[config.mk]
export PLATFORM = sky130hd
export DESIGN_NAME = vidscanout
export DESIGN_NICKNAME = d
export VERILOG_FILES = /design/src/rtl/vidscanout.sv
export SDC_FILE = /design/constraint.sdc
export NUM_CORES = 1
export LEC_CHECK = 0
export ABC_AREA = 0
export BUFFER_PORTS_ARGS = -buffer_cell sky130_fd_sc_hd__buf_2
export CORE_UTILIZATION = 59
export DETAILED_ROUTE_END_ITERATION = 10
export GPL_ROUTABILITY_DRIVEN = 0
export PLACE_DENSITY = 0.79
export SLEW_MARGIN = 20
export SYNTH_ARGS = -nofsm -noshare
export SYNTH_HDL_FRONTEND = slang
export SYNTH_SLANG_ARGS = --single-unit
[constraint.sdc]
create_clock -name vid_clk -period 2.8 [get_ports vid_clk]
set_input_delay 0.28 -clock vid_clk [delete_from_list [all_inputs] [get_ports vid_clk]]
set_output_delay 0.28 -clock vid_clk [all_outputs]
set_load 0.02 [all_outputs]
[src/rtl/vidscanout.sv]
// VRAM scan-out: display timing generator with integer upscaling of a 2-bit framebuffer.
// VRAM reads and the matching sync/DE/data outputs are two clocks behind the raster counters.
module vidscanout #(
  parameter int unsigned H_ACTIVE = 640,
  parameter int unsigned H_FP     = 16,
  parameter int unsigned H_SYNC   = 96,
  parameter int unsigned H_BP     = 48,
  parameter int unsigned V_ACTIVE = 480,
  parameter int unsigned V_FP     = 10,
  parameter int unsigned V_SYNC   = 2,
  parameter int unsigned V_BP     = 33,
  parameter int unsigned IMG_W    = 160,
  parameter int unsigned IMG_H    = 144,
  parameter int unsigned SCALE    = 3,
  parameter bit          SYNC_POL = 1'b0,
  parameter logic [1:0]  BORDER   = 2'b00
) (
  input  logic        vid_clk,
  input  logic        rst_n,
  output logic        vramclk,
  output logic [15:0] vramaddr,
  output logic        vramre,
  input  logic [1:0]  vramdata,
  output logic        out_de,
  output logic        out_hsync,
  output logic        out_vsync,
  output logic [1:0]  out_data,
  output logic        frame_start
);

  localparam int unsigned H_TOTAL = H_ACTIVE + H_FP + H_SYNC + H_BP;
  localparam int unsigned V_TOTAL = V_ACTIVE + V_FP + V_SYNC + V_BP;
  localparam int unsigned IMG_WS  = IMG_W * SCALE;
  localparam int unsigned IMG_HS  = IMG_H * SCALE;
  localparam int unsigned H_OFF   = (H_ACTIVE >= IMG_WS) ? (H_ACTIVE - IMG_WS) / 2 : 0;
  localparam int unsigned V_OFF   = (V_ACTIVE >= IMG_HS) ? (V_ACTIVE - IMG_HS) / 2 : 0;
  // Column counters are cleared one clock before the image window opens.
  localparam int unsigned H_CLR   = (H_OFF == 0) ? H_TOTAL - 1 : H_OFF - 1;
  localparam int unsigned HW      = $clog2(H_TOTAL + 1);
  localparam int unsigned VW      = $clog2(V_TOTAL + 1);
  localparam int unsigned SW      = (SCALE > 1) ? $clog2(SCALE) : 1;

  if (IMG_W * SCALE > H_ACTIVE) begin : g_bad_width
    $error("vidscanout: IMG_W*SCALE exceeds H_ACTIVE");
  end
  if (IMG_H * SCALE > V_ACTIVE) begin : g_bad_height
    $error("vidscanout: IMG_H*SCALE exceeds V_ACTIVE");
  end
  if (SCALE < 1 || IMG_W > 256 || IMG_H > 256) begin : g_bad_geometry
    $error("vidscanout: SCALE must be >= 1 and the image must fit 8-bit coordinates");
  end

  logic [HW-1:0] hcnt;
  logic [VW-1:0] vcnt;
  logic [SW-1:0] xsub, ysub;
  logic [7:0]    xpos, ypos;

  logic h_wrap, v_wrap, h_act, v_act, h_win, v_win;
  logic hs_raw, vs_raw, in_img, active, first_px;

  // Stage 1 / stage 2 pipeline state
  logic p1_act, p1_img, p1_hs, p1_vs, p1_fs;
  logic p2_img;

  assign vramclk = vid_clk;

  always_comb begin
    h_wrap   = (hcnt == HW'(H_TOTAL - 1));
    v_wrap   = (vcnt == VW'(V_TOTAL - 1));
    h_act    = (hcnt < HW'(H_ACTIVE));
    v_act    = (vcnt < VW'(V_ACTIVE));
    h_win    = (hcnt >= HW'(H_OFF)) && (hcnt < HW'(H_OFF + IMG_WS));
    v_win    = (vcnt >= VW'(V_OFF)) && (vcnt < VW'(V_OFF + IMG_HS));
    hs_raw   = (hcnt >= HW'(H_ACTIVE + H_FP)) && (hcnt < HW'(H_ACTIVE + H_FP + H_SYNC));
    vs_raw   = (vcnt >= VW'(V_ACTIVE + V_FP)) && (vcnt < VW'(V_ACTIVE + V_FP + V_SYNC));
    active   = h_act && v_act;
    in_img   = active && h_win && v_win;
    first_px = (hcnt == '0) && (vcnt == '0);
  end

  always_ff @(posedge vid_clk or negedge rst_n) begin
    if (!rst_n) begin
      hcnt <= '0;
      vcnt <= '0;
    end else if (h_wrap) begin
      hcnt <= '0;
      vcnt <= v_wrap ? '0 : vcnt + VW'(1);
    end else begin
      hcnt <= hcnt + HW'(1);
    end
  end

  // Horizontal scaling: each source column is held for SCALE clocks.
  always_ff @(posedge vid_clk or negedge rst_n) begin
    if (!rst_n) begin
      xsub <= '0;
      xpos <= '0;
    end else if (hcnt == HW'(H_CLR)) begin
      xsub <= '0;
      xpos <= '0;
    end else if (h_win) begin
      if (xsub == SW'(SCALE - 1)) begin
        xsub <= '0;
        xpos <= xpos + 8'd1;
      end else begin
        xsub <= xsub + SW'(1);
      end
    end
  end

  // Vertical scaling: each source row is held for SCALE lines.
  always_ff @(posedge vid_clk or negedge rst_n) begin
    if (!rst_n) begin
      ysub <= '0;
      ypos <= '0;
    end else if (h_wrap) begin
      if (v_wrap) begin
        ysub <= '0;
        ypos <= '0;
      end else if (v_win) begin
        if (ysub == SW'(SCALE - 1)) begin
          ysub <= '0;
          ypos <= ypos + 8'd1;
        end else begin
          ysub <= ysub + SW'(1);
        end
      end
    end
  end

  // Stage 1: VRAM request plus delayed raster flags.
  always_ff @(posedge vid_clk or negedge rst_n) begin
    if (!rst_n) begin
      vramaddr <= '0;
      vramre   <= 1'b0;
      p1_act   <= 1'b0;
      p1_img   <= 1'b0;
      p1_hs    <= ~SYNC_POL;
      p1_vs    <= ~SYNC_POL;
      p1_fs    <= 1'b0;
    end else begin
      if (in_img) begin
        vramaddr <= {ypos, xpos};
      end
      vramre <= in_img;
      p1_act <= active;
      p1_img <= in_img;
      p1_hs  <= SYNC_POL ? hs_raw : ~hs_raw;
      p1_vs  <= SYNC_POL ? vs_raw : ~vs_raw;
      p1_fs  <= first_px;
    end
  end

  // Stage 2: outputs line up with the VRAM read data for the same pixel.
  always_ff @(posedge vid_clk or negedge rst_n) begin
    if (!rst_n) begin
      out_de      <= 1'b0;
      out_hsync   <= ~SYNC_POL;
      out_vsync   <= ~SYNC_POL;
      frame_start <= 1'b0;
      p2_img      <= 1'b0;
    end else begin
      out_de      <= p1_act;
      out_hsync   <= p1_hs;
      out_vsync   <= p1_vs;
      frame_start <= p1_fs;
      p2_img      <= p1_img;
    end
  end

  // vramdata is only valid during the cycle after the request, so it is muxed, not registered.
  always_comb begin
    out_data = 2'b00;
    if (p2_img) begin
      out_data = vramdata;
    end else if (out_de) begin
      out_data = BORDER;
    end
  end

endmodule

# Yosys cells after proc, flatten, opt, wreduce, memory -nomap -nowiden
# Index checks and enable logic that the tools add are counted.
[totals]
ff_bits = 66
latch_bits = 0
ram_bits = 0
romBits = 0
in_bits = 4
out_inout_bits = 24
mem_count = 0
[classes]
addsub = 6
multipliers = 0
n_div = 0
order_cmp = 10
n_eq_ne = 5
n_shift = 0
muxes = 15
bitwise_logic = 2
n_reduce_logical = 17
[op_table]
columns = ["cell", "count"]
rows = [
  ["8-bit 2-to-1 mux", 6],
  ["10-bit less-than comparator, second input constant", 3],
  ["10-bit by 9-bit less-than comparator with 1-bit output, second input constant", 3],
  ["10-bit by 1-bit adder with 10-bit output, second input constant", 2],
  ["10-bit equality test, second input constant", 2],
  ["10-bit logical NOT", 2],
  ["10-bit 2-to-1 mux", 2],
  ["8-bit by 1-bit adder with 8-bit output, second input constant", 2],
  ["2-bit 2-to-1 mux", 7],
  ["10-bit by 7-bit equality test with 1-bit output, second input constant", 1],
  ["10-bit greater-or-equal comparator, second input constant", 1],
  ["10-bit by 5-bit greater-or-equal comparator with 1-bit output, second input constant", 1],
  ["10-bit by 7-bit greater-or-equal comparator with 1-bit output, second input constant", 1],
  ["10-bit by 9-bit greater-or-equal comparator with 1-bit output, second input constant", 1],
  ["1-bit logical AND", 8],
  ["2-bit nonzero test", 4],
  ["2-bit by 1-bit adder with 2-bit output, second input constant", 2],
  ["2-bit equality test, second input constant", 2],
  ["2-bit AND reduction", 2],
  ["3-bit AND reduction", 1],
  ["1-bit NOT", 2],
]

# Depth between registers and ports, before layout
# Gate-level depths: netlist of the first run.
[depth]
depth_word = 4
ltp_mapped = 8
mapped_depth_nobuf = 7

==> out/results.txt, run 1 <==
status: complete, no violations
vias in the first global route: 2067
area delta synth->final: 18.1%
endpoint class of the critical path: flip-flop
# placed instances: 374
setup violators final: 0
CTS tree: yes
Worst-Skew Late Latency: 0.44 ns
Total GRT Usage: 23.0%
crit path max fanout: 16
FP Rows: 25
Final Power: 2.22 mW
largest net degree at the start of global routing: 40
Clk pin slew, worst setup/hold paths: 0.07 ns
critical path type: flip-flop to flip-flop
Worst EP required: 3.18 ns
Initial Util: 63.0%
die area: 0.00547 mm²
share of the synthesized area in the top cell type: 50.8%
Antenna diodes: 0
fin util: 74.4%
buffers added on ports: 27
Post-synth ARST share: 100%
final WL: 5610 µm
min cycle time layout: 2.50 ns
Synth area leader: dfrtp_1
period utilisation layout: 89.2%
fillers: 328
Pre-antenna DRT Iters: 7
crit start category: flip-flop
final hold vios: 0
Leak Pwr: 1.75 nW
Least-Margin Pin Slew: 0.469 ns
post-route setup TNS: 0 ns
WP data arrival: 2.88 ns
syn_nets: 294
Hold Path Class: input port to asynchronous set/reset pin
Top FF cell, synth: dfrtp_1
Antenna Nets Post-Route: 0
Vias/cell: 5.58
height of the die: 74.0 µm
Post-synth EDFFs: 0
via count: 2198
layout cells sized above 1: 24.2%
Initial DRC Count: 109
Syn Area/Cell: 10.8 µm²
Power Density: 615 mW/mm²
global-route wire length before repair: 9250 µm
total grt overflow: 0
top post-synthesis cells by area: dfrtp_1 51%, mux2_2 6.3%, xor2_1 3.7%
Clock Skew: 0.00948 ns
hpwl dp: 3810 µm
Yosys reg bits: 66
final slew viol count: 0
postcts setup bufs: 0
Peak Freq: 400 MHz
Max IR drop VDD: 0.000489 V
initial antenna violation count: 0
Core ar.: 0.00485 mm²
# IOs: 28
Nets: 332
post-synthesis cell area: 0.00305 mm²
DR DRC count: 0
worst setup path start: hcnt[7]
Post-CTS Resized: 0
hold_buf cts: 1
synth unique cells: 47
worst reg2reg startpoint: hcnt[7]
area occupied by multi-input gates: 0.00128 mm²
post-route insts no fill: 394
Max Cap Violations: 0
unrepaired setup endpoints after global routing: no
die width: 74.0 µm
Mapped Cells: 284
Rel. slew slack: 68.5%
Seq/Total Area, Yosys: 54.2%
drt wl/cell: 14.2 µm
Ys Warns: 0
FF/Latch Area: 0.00166 mm²
## power by group
part / internal (mW) / leakage (nW) / switching, mW
clock: 0.855 / 0.168 / 0.388
sequential: 0.953 / 0.884 / 0
combinational: 0.00419 / 0.701 / 0.0177
total: 1.81 / 1.75 / 0.405
## cells in the final DEF, fill, tap and decap left out, drive strengths merged, types with 5 or more instances in the layout
cell,instances
and2,7
buf,35
clkbuf,15
dfrtp,62
ha,6
inv,14
mux2,17
nand2,30
nand3,16
nand4,9
nor2,16
nor3,7
nor4,5
o211ai,6
o21ai,12
o31ai,5
or3,7
xor2,13
## critical path: stages (launching register included)
cell and delay (ns):
dfrtp_1 0.47, or4b_4 0.57, or4_1 0.77, or4_1 0.54
nand3_1 0.09
## flip-flops by register name (all words and copies together) (netlist names), 2 cells and up
register	cells
hcnt	10
vcnt	10
vramaddr	16
xpos	8
xsub	2
ypos	8
ysub	2
## layer usage
metal | share of wire (%) | vias up | track usage (%)
met5 | 0 | - | 0
met4 | 1.6 | 0 | 11.5
met3 | 5.2 | 11 | 5.56
met2 | 48 | 57 | 37.6
met1 | 46 | 1036 | 28.6
li1 | - | 1094 | -
## final cells by class
class | count | share of cell area, %
Inverter | 14 | 1.46
Multi-Input combinational cell | 192 | 35.6
Sequential cell | 66 | 45.9
Clock inverter | 4 | 3.33
Clock buffer | 16 | 5.86
Tap cell | 67 | 2.32
Timing Repair Buffer | 35 | 5.55
## cells in the mapped netlist, types with 2 or more instances
library cell,count
xnor2_1,3
or4_1,4
inv_1,14
nor4_1,4
mux2_2,17
dfstp_2,4
and3_1,3
nor2b_1,3
nand4_1,9
nor3_1,7
a21oi_1,2
ha_1,6
or3_1,7
o21ai_0,10
dfrtp_1,62
mux2i_1,2
nand3_1,16
xor2_1,13
nand2_1,30
o21ai_1,2
o31ai_1,5
and2_1,7
o211ai_1,6
buf_2,5
nand2b_1,2
nor2_1,16
clkbuf_1,5
## per-stage QoR
stage	instance area, µm²	setup slack [ns]	hold slack, ns
detailed placement	3270	0.337	0.104
CTS	3610	0.324	0.173
floorplan	3050	0.521	-0.0156
global placement	3270	0.369	0.104
finish	3610	0.302	0.180
global route	3610	0.186	0.202
## worst paths after layout
check	cells past startpoint	endpoint	slack [ns]
worst max-delay path	4	ypos[5]	0.30
worst min-delay path	2	vramaddr[14]	0.18
worst max register to register	4	ypos[5]	0.30
worst min register to register	0	out_de	0.35
max in group asynchronous	3	out_hsync	1.92
min in group vid_clk	0	out_de	0.35
## cell families (layout without fill, tap and decap cells)
kind of cell               after synthesis  in the layout  share of synthesized area, %
AOI/OAI and AO/OA                       37             37                          8.44
xor gates and xnor gates                16             16                          4.59
adders and majority gates                6              6                          2.46
buffers and inverters                   26             69                          3.77
DFF                                     66             66                          54.2
muxes                                   19             19                          6.92
and+or+nand+nor                        114            114                          19.6
No activity file was read; power rests on OpenSTA's default activity.
==> inputs of run 2 (changes only) <==
--- a/config.mk
+++ b/config.mk
@@ -10,7 +10,7 @@
 export CORE_UTILIZATION = 59
 export DETAILED_ROUTE_END_ITERATION = 10
 export GPL_ROUTABILITY_DRIVEN = 0
-export PLACE_DENSITY = 0.79
+export PLACE_DENSITY = 0.87
 export SLEW_MARGIN = 20
 export SYNTH_ARGS = -nofsm -noshare
 export SYNTH_HDL_FRONTEND = slang
==> out/results.txt, run 2 (synthesized netlist as in run 1, its figures left out) <==
hpwl dp: 3850 µm
Total GRT Usage: 23.5%
layout cells sized above 1: 23.4%
Gate power share: 1.1%
status: complete, no violations
Crit-path slowest cell: or4_1
total net switching power: 398 µW
drt wl/cell: 14.5 µm
Power Density: 511 mW/mm²
area post-placement: 0.00326 mm²
Max IR drop VDD: 0.000389 V
die area: 0.00547 mm²
vias in the first global route: 2143
WP data arrival: 2.82 ns
R2R Setup Slk: 0.29 ns
Rel. slew slack: 47.5%
initial antenna violation count: 0
internal cell power: 1.37 mW
final instance area: 0.00347 mm²
max incr delay on CP: 0.76 ns
Clock Skew: 0.0104 ns
Clk pin slew, worst setup/hold paths: 0.07 ns
crit path max fanout: 16
Initial DRC Count: 121
# IOs: 28
die width: 74.0 µm
via count: 2232
crit start category: flip-flop
FP Rows: 25
worst reg2reg startpoint: hcnt[7]
min cycle time layout: 2.51 ns
Antenna Nets Post-Route: 0
commonest non-fill, non-tap cell in the layout: dfrtp_1
Reg power frac: 53.8%
Max Cap Violations: 0
Worst-Skew Late Latency: 0.45 ns
final slew viol count: 0
final WL: 5670 µm
Initial Util: 63.0%
Pre-antenna DRT Iters: 4
Least-Margin Pin Slew: 0.787 ns
buffers added on ports: 27
CP Cell Sequence: or4b_4 -> or4_1 -> o311ai_0 -> o31ai_1
Critical R2R Capture: ypos[3]
Vias/cell: 5.69
largest registers: vramaddr: 16 flops, hcnt: 10 flops, vcnt: 10 flops
post-route setup TNS: 0 ns
height of the die: 74.0 µm
postcts setup bufs: 0
max reg flops: 16
Nets: 330
CTS tree: yes
global-route wire length before repair: 9520 µm
total grt overflow: 0
most frequent cells in the layout: 62 x dfrtp_1, 30 x nand2_1, 27 x buf_2
path depth of the worst reg2reg path: 4
clock power share: 45.1%
final hold vios: 0
period utilisation layout: 89.6%
critical path type: flip-flop to flip-flop
Leak Pwr: 1.68 nW
largest net degree at the start of global routing: 67
Sw Ratio: 22.5%
unrepaired setup endpoints after global routing: no
DR DRC count: 0
setup violators final: 0
hold_buf cts: 0
area delta synth->final: 13.5%
Antenna diodes: 0
Hold Path Class: input port to asynchronous set/reset pin
Core ar.: 0.00485 mm²
most flop-heavy register: vramaddr
endpoint class of the critical path: flip-flop
Peak Freq: 398 MHz
Worst EP required: 3.11 ns
Post-CTS Resized: 0
## run 2: final cells by class
class                      instances  area (µm²)
tap                               67        83.8
sequential                        66        1660
fill                             326        1380
timing repair buffer              33         183
inverter                          14        52.6
clock buffer                      15         178
multi-input combinational        192        1280
clock inverter                     5        31.3
## run 2: how the worst max path moves through the flow
stage                 start      end  slack [ns]  cells after the start
finish              hcnt[7]  ypos[3]        0.29                      4
global route        hcnt[7]  ypos[3]        0.13                      4
CTS                 hcnt[7]  ypos[3]        0.32                      4
detailed placement  hcnt[7]  ypos[3]        0.32                      4
global placement    hcnt[7]  ypos[5]        0.39                      4
floorplan           hcnt[0]  ypos[4]        0.52                      8
## run 2: critical path, delay by kind of cell (launching register included)
family,cells,cell delay [ns]
and+or+nand+nor,2,1.32
AOI/OAI and AO/OA,2,0.59
DFF,1,0.46
## run 2: stage by stage
stage	util (%)	power [mW]	setup slack (ns)	hold slack, ns	cells
2_1_floorplan	-	1.01	0.521	-0.0156	284
3_3_place_gp	67.3	1.03	0.385	0.335	373
3_5_place_dp	67.3	1.03	0.324	0.335	373
4_1_cts	71.5	1.79	0.316	0.0294	392
5_1_grt	71.5	1.84	0.128	0.0768	392
6_report	71.5	1.77	0.290	0.000916	392
## run 2: power groups by stage
stage	sequential [mW]	combinational, mW	clock [mW]
after detailed placement	0.971	0.0207	0.0334
after floorplan	0.972	0.000000658	0.0417
after CTS	0.953	0.0207	0.813
final	0.954	0.0195	0.799
after global routing	0.953	0.0238	0.865
after global placement	0.971	0.0209	0.0334
## run 2: layer usage
metal	GRT usage, %	routed length [µm]	up-vias
li1	-	-	1086
met1	28.5	2590	1074
met2	39.5	2770	59
met3	6.37	221	13
met4	9.83	86	0
met5	0	0	-
==> inputs of run 3 (changes only) <==
--- a/config.mk
+++ b/config.mk
@@ -7,10 +7,12 @@
 export LEC_CHECK = 0
 export ABC_AREA = 0
 export BUFFER_PORTS_ARGS = -buffer_cell sky130_fd_sc_hd__buf_2
-export CORE_UTILIZATION = 59
+export CORE_UTILIZATION = 60
+export CTS_BUF_LIST = sky130_fd_sc_hd__clkbuf_8
+export CTS_CLUSTER_DIAMETER = 40
 export DETAILED_ROUTE_END_ITERATION = 10
 export GPL_ROUTABILITY_DRIVEN = 0
-export PLACE_DENSITY = 0.87
+export PLACE_DENSITY = 0.8
 export SLEW_MARGIN = 20
 export SYNTH_ARGS = -nofsm -noshare
 export SYNTH_HDL_FRONTEND = slang
==> out/results.txt, run 3 (synthesized netlist as in run 1, its figures left out) <==
status: complete, no violations
Clock Skew: 0.00892 ns
Clk pin slew, worst setup/hold paths: 0.07 ns
Peak Freq: 396 MHz
die width: 73.3 µm
commonest non-fill, non-tap cell in the layout: dfrtp_1
buffers added on ports: 27
Final Power: 1.97 mW
height of the die: 73.3 µm
Total GRT Usage: 24.0%
Worst EP required: 3.19 ns
Leak Pwr: 1.73 nW
hpwl dp: 4050 µm
final slew viol count: 0
global-route wire length before repair: 9380 µm
WP data arrival: 2.91 ns
Max Cap Violations: 0
Initial DRC Count: 155
vias in the first global route: 2139
Vias/cell: 5.61
Worst Slack Setup Final: 0.278 ns
post-place setup slack: 0.316 ns
Hold Slack: 0.347 ns
drt wl/cell: 14.9 µm
Nets: 332
most frequent cells in the layout: 62 x dfrtp_1, 30 x nand2_1, 27 x buf_2
Antenna diodes: 0
FF/Latch Area: 0.00166 mm²
largest net degree at the start of global routing: 37
crit start category: flip-flop
Initial Util: 63.4%
final WL: 5860 µm
total grt overflow: 0
via count: 2212
Worst-Skew Late Latency: 0.46 ns
crit path max fanout: 16
hold_buf cts: 1
Least-Margin Pin Slew: 0.662 ns
area delta synth->final: 15.7%
Power Density: 558 mW/mm²
max reg flops: 16
# IOs: 28
Max IR drop VDD: 0.000312 V
unrepaired setup endpoints after global routing: no
initial antenna violation count: 0
min cycle time layout: 2.52 ns
CTS tree: yes
period utilisation layout: 90.1%
Hold Path Class: flip-flop to flip-flop
post-route setup TNS: 0 ns
endpoint class of the critical path: flip-flop
final hold vios: 0
largest registers: vramaddr: 16 flops, hcnt: 10 flops, vcnt: 10 flops
setup violators final: 0
Core ar.: 0.00482 mm²
Antenna Nets Post-Route: 0
FP Rows: 25
fin util: 73.4%
Rel. slew slack: 55.3%
layout cells sized above 1: 22.9%
Pre-antenna DRT Iters: 4
postcts setup bufs: 0
area occupied by multi-input gates: 0.00128 mm²
# placed instances: 374
Post-CTS Resized: 0
most flop-heavy register: vramaddr
die area: 0.00538 mm²
critical path type: flip-flop to flip-flop
area post-placement: 0.00327 mm²
final instance area: 0.00353 mm²
DR DRC count: 0
post-route insts no fill: 394
fillers: 341
-- run 3: final cells by class --
class                           instances  share of cell area, %
Clock buffer                           14                   5.20
Clock inverter                          6                   2.12
Inverter                               14                   1.49
Multi-Input combinational cell        192                   36.3
Sequential cell                        66                   46.9
Tap cell                               67                   2.37
Timing Repair Buffer                   35                   5.66
-- run 3: where the power goes --
| part | switching [mW] | total, mW | internal, mW | leakage, nW |
|---|---|---|---|---|
| logic | 0.0178 | 0.0220 | 0.00421 | 0.701 |
| clock network | 0.382 | 0.996 | 0.614 | 0.147 |
| registers | 0 | 0.954 | 0.954 | 0.884 |
| total | 0.400 | 1.97 | 1.57 | 1.73 |
-- run 3: routing by layer --
layer / track usage (%) / part of all wire (%) / routed length [µm] / vias to the layer above
li1: - / - / - / 1083
met1: 29.4 / 46 / 2670 / 1057
met2: 37.6 / 47 / 2760 / 56
met3: 5.21 / 4.2 / 246 / 16
met4: 17.5 / 3.1 / 184 / 0
met5: 0 / 0 / 0 / -
-- run 3: critical path, cell delays in order, from the launching register on --
cell,delay [ns]
dfrtp_1,0.46
or4b_4,0.56
or4_1,0.78
or4_1,0.56
nand3_1,0.10
-- run 3: worst paths after layout --
check,from,endpoint,slack (ns),depth (start not counted)
max in group asynchronous,rst_n,out_hsync,2.06,3
worst max-delay path,hcnt[7],ypos[5],0.28,4
worst min-delay path,p1_act,out_de,0.35,0
worst max register to register,hcnt[7],ypos[5],0.28,4
worst min register to register,p1_act,out_de,0.35,0
min in group asynchronous,rst_n,vramaddr[15],0.37,3
